[src/rtl/vga_pkg.sv]
// ---------------------------------------------------------------------------
// vga_pkg
// Shared definitions for the game-side control blocks.
//   ammo_state_t       : magazine state machine encoding (READY/RELOADING/EMPTY)
//   AMMO_MAG_SIZE      : default magazine capacity in rounds
//   AMMO_RESERVE_INIT  : default reserve pool after a reset or game restart
//   AMMO_RELOAD_CYCLES : default reload duration in clock cycles
// ---------------------------------------------------------------------------
package vga_pkg;

    typedef enum logic [1:0] {
        READY     = 2'd0,
        RELOADING = 2'd1,
        EMPTY     = 2'd2
    } ammo_state_t;

    localparam int AMMO_MAG_SIZE      = 6;
    localparam int AMMO_RESERVE_INIT  = 12;
    localparam int AMMO_RELOAD_CYCLES = 4;

endpackage

[src/rtl/ctl_bin2bcd.sv]
// ---------------------------------------------------------------------------
// ctl_bin2bcd
// Converts an unsigned binary count into DIGITS packed BCD digits and
// registers the result, so the display path sees it one clock after the
// binary value.
//   clk   : system clock
//   rst_i : synchronous active-high clear of the BCD register
//   bin_i : binary value to convert (CTR_W bits, at most 32 bits used)
//   bcd_o : registered BCD, digit 0 in bits [3:0]
// ---------------------------------------------------------------------------
module ctl_bin2bcd #(
    parameter int CTR_W  = 8,
    parameter int DIGITS = 3
) (
    input  logic                  clk,
    input  logic                  rst_i,
    input  logic [CTR_W-1:0]      bin_i,
    output logic [4*DIGITS-1:0]   bcd_o
);

    logic [4*DIGITS-1:0] bcd_d;
    logic [4*DIGITS-1:0] bcd_q;

    // Each digit is extracted independently as (value / 10**i) % 10; the
    // counters are small, so plain division is cheaper to reason about than
    // a shift-and-add-3 pipeline and still fits in one cycle.
    for (genvar i = 0; i < DIGITS; i++) begin : g_digit
        localparam int unsigned DIV = 10 ** i;
        logic [31:0] quot;
        logic [31:0] digit;
        assign quot  = 32'(bin_i) / DIV;
        assign digit = quot % 32'd10;
        assign bcd_d[4*i +: 4] = digit[3:0];
    end

    always_ff @(posedge clk) begin
        if (rst_i) begin
            bcd_q <= '0;
        end else begin
            bcd_q <= bcd_d;
        end
    end

    assign bcd_o = bcd_q;

endmodule

[src/rtl/ctl_ammo_mag.sv]
// ---------------------------------------------------------------------------
// ctl_ammo_mag
// Magazine plus reserve-pool ammunition controller with timed reloads
// (manual request or automatic on empty), dry-fire reporting and a BCD
// readout of both counts for the HUD.
//   clk         : system clock
//   rst         : synchronous active-high reset
//   reset_score : synchronous active-high game restart (same effect as rst)
//   shot_fired  : trigger level, rising edge = one shot request
//   reload_req  : reload level, rising edge = one reload request
//   shot_valid  : one-cycle pulse, a round was consumed
//   dry_fire    : one-cycle pulse, a shot request was rejected
//   reloading   : high while a reload is in progress
//   no_ammo     : high while magazine and reserve are both exhausted
//   mag_ctr     : rounds in the magazine
//   reserve_ctr : rounds in the reserve pool
//   mag_bcd     : BCD of mag_ctr, one cycle behind it
//   reserve_bcd : BCD of reserve_ctr, one cycle behind it
// ---------------------------------------------------------------------------
module ctl_ammo_mag
    import vga_pkg::*;
#(
    parameter int MAG_SIZE      = AMMO_MAG_SIZE,
    parameter int RESERVE_INIT  = AMMO_RESERVE_INIT,
    parameter int RELOAD_CYCLES = AMMO_RELOAD_CYCLES,
    parameter int AUTO_RELOAD   = 1,
    parameter int CTR_W         = 8,
    parameter int DIGITS        = 3
) (
    input  logic                  clk,
    input  logic                  rst,
    input  logic                  reset_score,
    input  logic                  shot_fired,
    input  logic                  reload_req,
    output logic                  shot_valid,
    output logic                  dry_fire,
    output logic                  reloading,
    output logic                  no_ammo,
    output logic [CTR_W-1:0]      mag_ctr,
    output logic [CTR_W-1:0]      reserve_ctr,
    output logic [4*DIGITS-1:0]   mag_bcd,
    output logic [4*DIGITS-1:0]   reserve_bcd
);

    localparam int TMR_W = (RELOAD_CYCLES > 1) ? $clog2(RELOAD_CYCLES) : 1;
    localparam logic [CTR_W-1:0] MAG_FULL = CTR_W'(MAG_SIZE);
    localparam logic [CTR_W-1:0] RES_INIT = CTR_W'(RESERVE_INIT);
    localparam logic [TMR_W-1:0] TMR_LOAD = TMR_W'(RELOAD_CYCLES - 1);

    ammo_state_t        state_q, state_d;
    logic [TMR_W-1:0]   timer_q, timer_d;
    logic [CTR_W-1:0]   mag_q, mag_d;
    logic [CTR_W-1:0]   res_q, res_d;
    logic               shot_last_q;
    logic               reload_last_q;
    logic               shot_valid_q, shot_valid_d;
    logic               dry_fire_q, dry_fire_d;
    logic               reloading_q;
    logic               no_ammo_q;

    logic               clear;
    logic               shot_edge;
    logic               reload_edge;
    logic [CTR_W-1:0]   mag_dec;
    logic [CTR_W-1:0]   space;
    logic [CTR_W-1:0]   xfer;

    assign clear       = rst | reset_score;
    assign shot_edge   = shot_fired & ~shot_last_q;
    assign reload_edge = reload_req & ~reload_last_q;
    assign mag_dec     = mag_q - 1'b1;

    // Rounds moved by a completed reload: fill the magazine as far as the
    // reserve allows, so neither counter can wrap.
    assign space = MAG_FULL - mag_q;
    assign xfer  = (space < res_q) ? space : res_q;

    // Next-state and pulse logic. A shot request always wins over a reload
    // request in the same cycle; the reload request is simply dropped.
    always_comb begin
        state_d      = state_q;
        timer_d      = timer_q;
        mag_d        = mag_q;
        res_d        = res_q;
        shot_valid_d = 1'b0;
        dry_fire_d   = 1'b0;

        case (state_q)
            READY: begin
                if (shot_edge) begin
                    if (mag_q != '0) begin
                        mag_d        = mag_dec;
                        shot_valid_d = 1'b1;
                        if (mag_dec == '0) begin
                            if (res_q == '0) begin
                                state_d = EMPTY;
                            end else if (AUTO_RELOAD != 0) begin
                                state_d = RELOADING;
                                timer_d = TMR_LOAD;
                            end
                        end
                    end else begin
                        dry_fire_d = 1'b1;
                    end
                end else if (reload_edge && (mag_q < MAG_FULL) && (res_q != '0)) begin
                    state_d = RELOADING;
                    timer_d = TMR_LOAD;
                end
            end

            RELOADING: begin
                if (shot_edge) begin
                    dry_fire_d = 1'b1;
                end
                if (timer_q == '0) begin
                    mag_d   = mag_q + xfer;
                    res_d   = res_q - xfer;
                    state_d = READY;
                end else begin
                    timer_d = timer_q - 1'b1;
                end
            end

            EMPTY: begin
                if (shot_edge) begin
                    dry_fire_d = 1'b1;
                end
            end

            default: begin
                state_d = READY;
            end
        endcase
    end

    // State and output registers. The status flags are derived from the next
    // state so they change on the same edge as the state itself; a reset in
    // the middle of a reload discards the pending transfer entirely.
    always_ff @(posedge clk) begin
        if (clear) begin
            state_q       <= READY;
            timer_q       <= '0;
            mag_q         <= MAG_FULL;
            res_q         <= RES_INIT;
            shot_last_q   <= 1'b0;
            reload_last_q <= 1'b0;
            shot_valid_q  <= 1'b0;
            dry_fire_q    <= 1'b0;
            reloading_q   <= 1'b0;
            no_ammo_q     <= 1'b0;
        end else begin
            state_q       <= state_d;
            timer_q       <= timer_d;
            mag_q         <= mag_d;
            res_q         <= res_d;
            shot_last_q   <= shot_fired;
            reload_last_q <= reload_req;
            shot_valid_q  <= shot_valid_d;
            dry_fire_q    <= dry_fire_d;
            reloading_q   <= (state_d == RELOADING);
            no_ammo_q     <= (state_d == EMPTY);
        end
    end

    ctl_bin2bcd #(
        .CTR_W  (CTR_W),
        .DIGITS (DIGITS)
    ) u_mag_bcd (
        .clk   (clk),
        .rst_i (clear),
        .bin_i (mag_q),
        .bcd_o (mag_bcd)
    );

    ctl_bin2bcd #(
        .CTR_W  (CTR_W),
        .DIGITS (DIGITS)
    ) u_res_bcd (
        .clk   (clk),
        .rst_i (clear),
        .bin_i (res_q),
        .bcd_o (reserve_bcd)
    );

    assign shot_valid  = shot_valid_q;
    assign dry_fire    = dry_fire_q;
    assign reloading   = reloading_q;
    assign no_ammo     = no_ammo_q;
    assign mag_ctr     = mag_q;
    assign reserve_ctr = res_q;

endmodule

[config.mk]
export PLATFORM = sky130hd
export DESIGN_NAME = ctl_ammo_mag
export DESIGN_NICKNAME = d
export VERILOG_FILES = /design/src/rtl/vga_pkg.sv /design/src/rtl/ctl_bin2bcd.sv /design/src/rtl/ctl_ammo_mag.sv
export SDC_FILE = /design/constraint.sdc
export NUM_CORES = 1
export LEC_CHECK = 0
export BUFFER_PORTS_ARGS = -buffer_cell sky130_fd_sc_hd__clkbuf_2
export CAP_MARGIN = 30
export CORE_UTILIZATION = 28
export CTS_CLUSTER_DIAMETER = 200
export DETAILED_ROUTE_END_ITERATION = 6
export PLACE_DENSITY = 0.45
export SYNTH_ARGS = -nofsm -noshare
export SYNTH_HDL_FRONTEND = slang
export SYNTH_SLANG_ARGS = --single-unit
[constraint.sdc]
create_clock -name clk -period 4.65 [get_ports clk]
set_input_delay 0.465 -clock clk [delete_from_list [all_inputs] [get_ports clk]]
set_output_delay 0.465 -clock clk [all_outputs]
set_load 0.01 [all_outputs]
* Word-level counts from Yosys, hierarchy flattened
Cells that the tools add are included.
W data, S select, Z words.
** Storage, ports and cells
- Logic and storage cells :: 86
- Bits in registers :: 50
- Output and inout port bits :: 44
- Input bits :: 5
** Operators by class
- Div/mod/pow operators :: 10
- Order comparisons :: 2
- Add/sub/neg operators :: 5
- Bitwise gates (word level) :: 7
- Multiplexer cells :: 24
- Reductions and logical operators :: 14
- Equal/unequal tests :: 12
** Operators with widths (count)
- $mod A32 B4 Y32 const B :: 4
- $div A8 B4 Y32 const B :: 2
- $div A8 B7 Y32 const B :: 2
- $mod A8 B4 Y32 const B :: 2
- $mux W8 :: 4
- $mux W2 :: 12
- $logic_not A8 Y1 :: 2
- $pmux W8 S2 :: 1
- $reduce_bool A8 Y1 :: 2
- $ne A3 B3 Y1 const B :: 4
- $add A8 B8 Y8 :: 1
- $lt A8 B3 Y1 const B :: 1
- $lt A8 B8 Y1 :: 1
- $ne A2 B2 Y1 const B :: 4
- $sub A3 B8 Y8 const A :: 1
- $sub A8 B1 Y8 const B :: 1
- $sub A8 B8 Y8 :: 1
- $pmux W2 S3 :: 1
- $reduce_and A6 Y1 :: 1
- $eq A2 B1 Y1 const B :: 2
- $eq A2 B2 Y1 const B :: 2
- $logic_not A2 Y1 :: 2
- $mux W1 :: 4
- $not A1 Y1 :: 4
- 11 further kinds :: 13

* Longest topological paths before layout
- Depth in word-level cells :: 8
- Mapped depth :: 26
- Gate-level depth less buffers :: 25

* Cells and area by module
Synthesis repeated with hierarchy kept, for this count alone.
** Unflattened totals
- Cells, all modules :: 688
- Area, all modules :: 5221.3 um^2
** By module, submodules not included
- ctl_bin2bcd :: sequential area each 200.2 um^2, times used 2, cells an instance 194, area an instance 1431.4 um^2
- ctl_ammo_mag :: sequential area each 520.5 um^2, times used 1, cells an instance 300, area an instance 2358.5 um^2

* Worst setup path before layout
No wires, ideal clock.
- Path kind :: flip-flop to flip-flop
- Start point :: register mag_q[2], in the netlist mag_ctr[2]
- End point :: register mag_q[7], in the netlist mag_ctr[7]
- Setup time :: 0.121 ns
- Data arrival time :: 4.736 ns
- Path buffers :: 5
- Setup slack :: -0.207 ns
- Cell stages (with the launch flop) :: 24
- Clock period less this slack :: 4.857 ns
- Path through :: dfxtp_1 > clkbuf_1 > clkbuf_1 > buf_1 > xnor2_1 > ha_1 > a21o_1 > a21oi_1 > nor2b_1 > o21ai_0 > a211o_1 > clkbuf_1 > clkbuf_1 > a21oi_1 > ha_1 > a21o_1 > a21oi_1 > o21bai_1 > a21oi_1 > o21bai_1 > a21oi_1 > xnor2_1 > a211oi_1 > mux2_2
** On the way
- Word-level cells in the longest chain between the ends :: 6
- Elaborated cells between the ends (all ways) :: 12
- Those cells by class :: add/sub (3); order compare (1); eq/ne (1); mux (5); reduce/logical (2)
** Ends and longest elaborated chain
- start, declared :: line ctl_ammo_mag.sv:52 : logic [CTR_W-1:0] mag_q, mag_d;
- start signal, assigned :: line ctl_ammo_mag.sv:154 : mag_q <= mag_d;
- $sub A3 B8 Y8 :: line ctl_ammo_mag.sv:75 : assign space = MAG_FULL - mag_q;
- $lt A8 B8 Y1 :: line ctl_ammo_mag.sv:76 : assign xfer = (space < res_q) ? space : res_q;
- $mux W8 :: line ctl_ammo_mag.sv:76
- $add A8 B8 Y8 :: line ctl_ammo_mag.sv:116 : mag_d = mag_q + xfer;
- $mux W8 :: line ctl_ammo_mag.sv:115 : if (timer_q == '0) begin
- $pmux W8 S2 :: line ctl_ammo_mag.sv:88 : case (state_q)
Several ways; a longest one is shown, not always the timed one. The select of a mux whose other input is x is not followed.
A chain may end at the register's enable or synchronous reset.

* Worst setup path after layout
- Start point :: register mag_q[4], in the netlist mag_ctr[4]
- End point :: register u_mag_bcd.bcd_q[7], in the netlist u_mag_bcd.bcd_o[7]
** On the way
- Word-level cells in the longest chain between the ends :: 2
** Ends and longest elaborated chain
- $div A8 B4 Y32 :: line ctl_bin2bcd.sv:31 : assign quot = 32'(bin_i) / DIV;
- $mod A32 B4 Y32 :: line ctl_bin2bcd.sv:32 : assign digit = quot % 32'd10;
- end signal, assigned :: line ctl_bin2bcd.sv:38 : bcd_q <= '0;
- end signal, assigned :: line ctl_bin2bcd.sv:40 : bcd_q <= bcd_d;
- end, declared :: line ctl_bin2bcd.sv:22 : logic [4*DIGITS-1:0] bcd_q;
No other way between the ends.

==> summary.txt <==
Logic synthesis
  • Synth warnings: 0
  • Sequential area share after synthesis: 19.0%
  • Post-Synth XOR/XNOR Area: 4.68%
  • Mux cell area share after synthesis: 1.97%
  • Largest family of logic cells by synthesized area: compound AO/OA/AOI/OAI gates
  • Post-synthesis adder-cell area fraction: roughly 14%
  • Post-synth EDFFs: 0
  • Most used flip-flop cell after synthesis: dfxtp_1
  • Area share of the leading cell type in the synthesized netlist: between 10% and 20%
  • Async S/R FF share, synth: 0%
  • Compound-Gate Fraction of Synth Area: between 20% and 30%
  • Count leader, synth: nor2_1
  • Area share of and/or/nand/nor cells after synthesis: 23.4%
  • Yosys reg bits: between 40 and 50
  • Synth Instances: approximately 650
  • Synthesized cell area: about 4800 um2
  • Distinct cells, synth: 87
  • Post-synth top area cell: dfxtp_1
  • Most instantiated cells after synthesis: 65 x nor2_1, 55 x a21oi_1, 51 x nand2_1
  • Area contributors post-synth: dfxtp_1 19%, ha_1 12%, a21oi_1 5.7%
  • Syn Area/Cell: around 7.4 um2

Routing
  • Drt via density: 5.24
  • DRC Markers: 0
  • Routed Antenna Nets: 0
  • Final wirelength: around 14000 um
  • Total iterations of the first detailed-routing run: 5
  • Vias: 4799
  • DR iter-0 viols: between 400 and 500
  • DR WL/cell: 15.5 um

Global routing
  • Total GRT Usage: 16.3%
  • Initial antenna violation count: 0
  • Grt total ovfl: 0
  • Largest net degree at the start of global routing: 39
  • Vias in the first global route: 4513
  • Global-route wire length before repair: 23500 um

Power and ir drop
  • Sw power: 0.000365 W
  • Clock power share: 36.6%
  • Leakage: around 2.3 nW
  • Part of the power in registers: a little over a third
  • Switching Share: between 30% and 40%
  • Power Density: about 210 nW/um2
  • Logic pwr share: 28.2%
  • Internal: 0.000792 W
  • VDD IR max: roughly 0.14 mV

Timing
  • Setup WS post-layout: between 0.3 and 0.4 ns
  • Slew Limit Fails: 0
  • Relative slew slack: 32.7%
  • Final hold vios: 0
  • Max frequency: 0.230 GHz
  • RSZ-0062 raised after global routing: yes
  • Final Setup Violations: 0
  • Post-route minimum period: about 4.3 ns
  • Worst Hold Margin: 0.388 ns
  • Worst-margin pin slew: 1.00 ns
  • Final worst path period share: between 90% and 100%
  • Layout Skew: around 0.0052 ns

Die
  • Die Ht: ~130 um
  • Core ar.: 16700 um2
  • Ports: 49
  • Die area: 17800 um2
  • Die width: 133 um
  • Initial Util: 28.9%
  • Rows: 47

Status
  • Outcome: completed

Cells and area
  • Post-route insts no fill: a little over 900
  • Share of layout cells above drive strength 1: 16.5%
  • Util after Layout: 33.2%
  • Synthesis-to-layout area growth: 14.9%
  • Final instance area: ~5600 um2
  • N_diodes: 0
  • Nets: 748
  • FILL cells: 1834

Worst setup path
  • CP max FO: 8
  • Critical Path Sink Type: flip-flop
  • CP Cell Sequence: inv_1 -> ha_1 -> nand2b_1 -> a21oi_1 -> inv_1 -> ha_1 -> nand2b_1 -> o311a_1 -> o31ai_4 -> mux2i_4 -> nand4_1 -> and4b_2 -> nand3_4 -> o31ai_4 -> a31oi_1 -> ha_1 -> a311o_1 -> and3_1
  • WP buf/inv: 2
  • Slowest-stage cell, CP: o311a_1
  • Worst path arrival time: 4.53 ns
  • Critical Path Most Common Cell: ha_1
  • CP top delay family: compound AO/OA/AOI/OAI gates
  • Critical path class: reg -> reg
  • Crit path launch type: flip-flop
  • CP max stage delay: 0.38 ns
  • Worst EP required: 4.84 ns

Clock tree
  • # clock sinks: 46
  • Hold-fix buffers at CTS: 0
  • Worst-Skew Late Latency: 0.30 ns
  • CTS Buf Count: 5
  • H-tree Lvls: 2
  • Clock root cell: clkbuf_16
  • Max clock buf depth: 2
  • Clock transition at path regs: 0.07 ns
  • CTS tree: built

Placed design
  • Hpwl dp: around 11000 um
  • Post-placement setup slack: 0.226 ns
  • I/O Buffers: 44
  • Post-placement cell area: approximately 5400 um2
  • Placed cells: 906
  • Placer congestion estimate: 0.787

Hold path
  • Hold Crit Class: in -> reg

Run
  • Max cap viols: 0
-- flip-flops by register name, indices dropped and copies added, names as in the netlist, 2 cells and up --
| name | count |
|---|---|
| timer_q | 2 |
| u_res_bcd.bcd_o | 10 |
| state_q | 2 |
| reserve_ctr | 8 |
| u_mag_bcd.bcd_o | 10 |
| mag_ctr | 8 |
-- final cells by class --
type	count	area [um2]	area share (%)
repair buffers	73	438	7.89
well taps	220	275	4.96
clock inverters	3	43.8	0.789
flip-flops and latches	46	922	16.6
clock buffers	5	125	2.25
inverters	48	180	3.24
multi-input cells	521	3570	64.3
-- through the flow --
stage	setup TNS, ns	power [W]
floorplan	0	0.000660
global placement	0	0.000728
detailed placement	0	0.000731
CTS	0	0.00116
global route	-0.0144	0.00123
finish	0	0.00116
-- placed cells by master, fill, tap and decap left out, types with 7 or more instances in the layout --
cell / Yosys / layout
and2_1: 7 / 7
clkbuf_2: 0 / 44
o21ai_0: 42 / 40
buf_4: 7 / 29
and3_1: 12 / 12
nor3_1: 21 / 21
inv_1: 38 / 38
xnor2_1: 21 / 21
o31ai_1: 7 / 7
nor2b_1: 10 / 10
a21o_1: 9 / 9
nor2_1: 65 / 65
dfxtp_1: 46 / 45
nand3_1: 18 / 18
nor4_1: 7 / 7
ha_1: 46 / 46
nand2b_1: 11 / 11
a21oi_1: 55 / 51
a211oi_1: 10 / 10
a21oi_2: 4 / 8
nand2_1: 51 / 51
-- final timing paths --
| path | end | slack, ns | start | depth (start not counted) |
|---|---|---|---|---|
| setup reg to reg | u_mag_bcd.bcd_o[7]$_SDFF_PP0_ | 0.31 | mag_ctr[4]$_SDFFE_PP0P_ | 18 |
| hold / removal | shot_last_q$_SDFF_PP0_ | 0.39 | shot_fired | 2 |
| setup / recovery | u_mag_bcd.bcd_o[7]$_SDFF_PP0_ | 0.31 | mag_ctr[4]$_SDFFE_PP0P_ | 18 |
| hold reg to reg | timer_q[1]$_SDFFE_PP0P_ | 0.51 | timer_q[1]$_SDFFE_PP0P_ | 2 |
-- power groups by stage --
stage,logic (W),registers (W),clock network [W]
after floorplan,0.000239,0.000421,0
after global placement,0.000311,0.000416,0
after detailed placement,0.000315,0.000416,0
after CTS,0.000317,0.000407,0.000435
after global routing,0.000368,0.000408,0.000456
final,0.000326,0.000407,0.000423
-- timing repair --
item | 4_1_cts | 5_1_grt
gates resized for setup | 0 | 6
setup endpoints to repair | 0 | 4
buffers inserted | 0 | 2
-- logic make-up (layout without fill, tap and decap cells) --
| group | Yosys count | in the layout |
|---|---|---|
| compound gates | 203 | 203 |
| simple gates | 228 | 228 |
| fa+ha+maj | 53 | 53 |
| buf+inv | 87 | 129 |
| mux | 8 | 8 |
| other cells | 1 | 4 |
| xor+xnor | 25 | 25 |
| flops | 46 | 46 |
-- layer usage --
| metal | share of wire (%) | wire [um] | global-route usage, % |
|---|---|---|---|
| met1 | 52 | 7370 | 23.9 |
| met2 | 42 | 6030 | 24.3 |
| met3 | 4.6 | 648 | 3.08 |
| met4 | 1.2 | 169 | 3.98 |
| met5 | 0 | 0 | 0 |
Power figures use the tool's default switching activity.
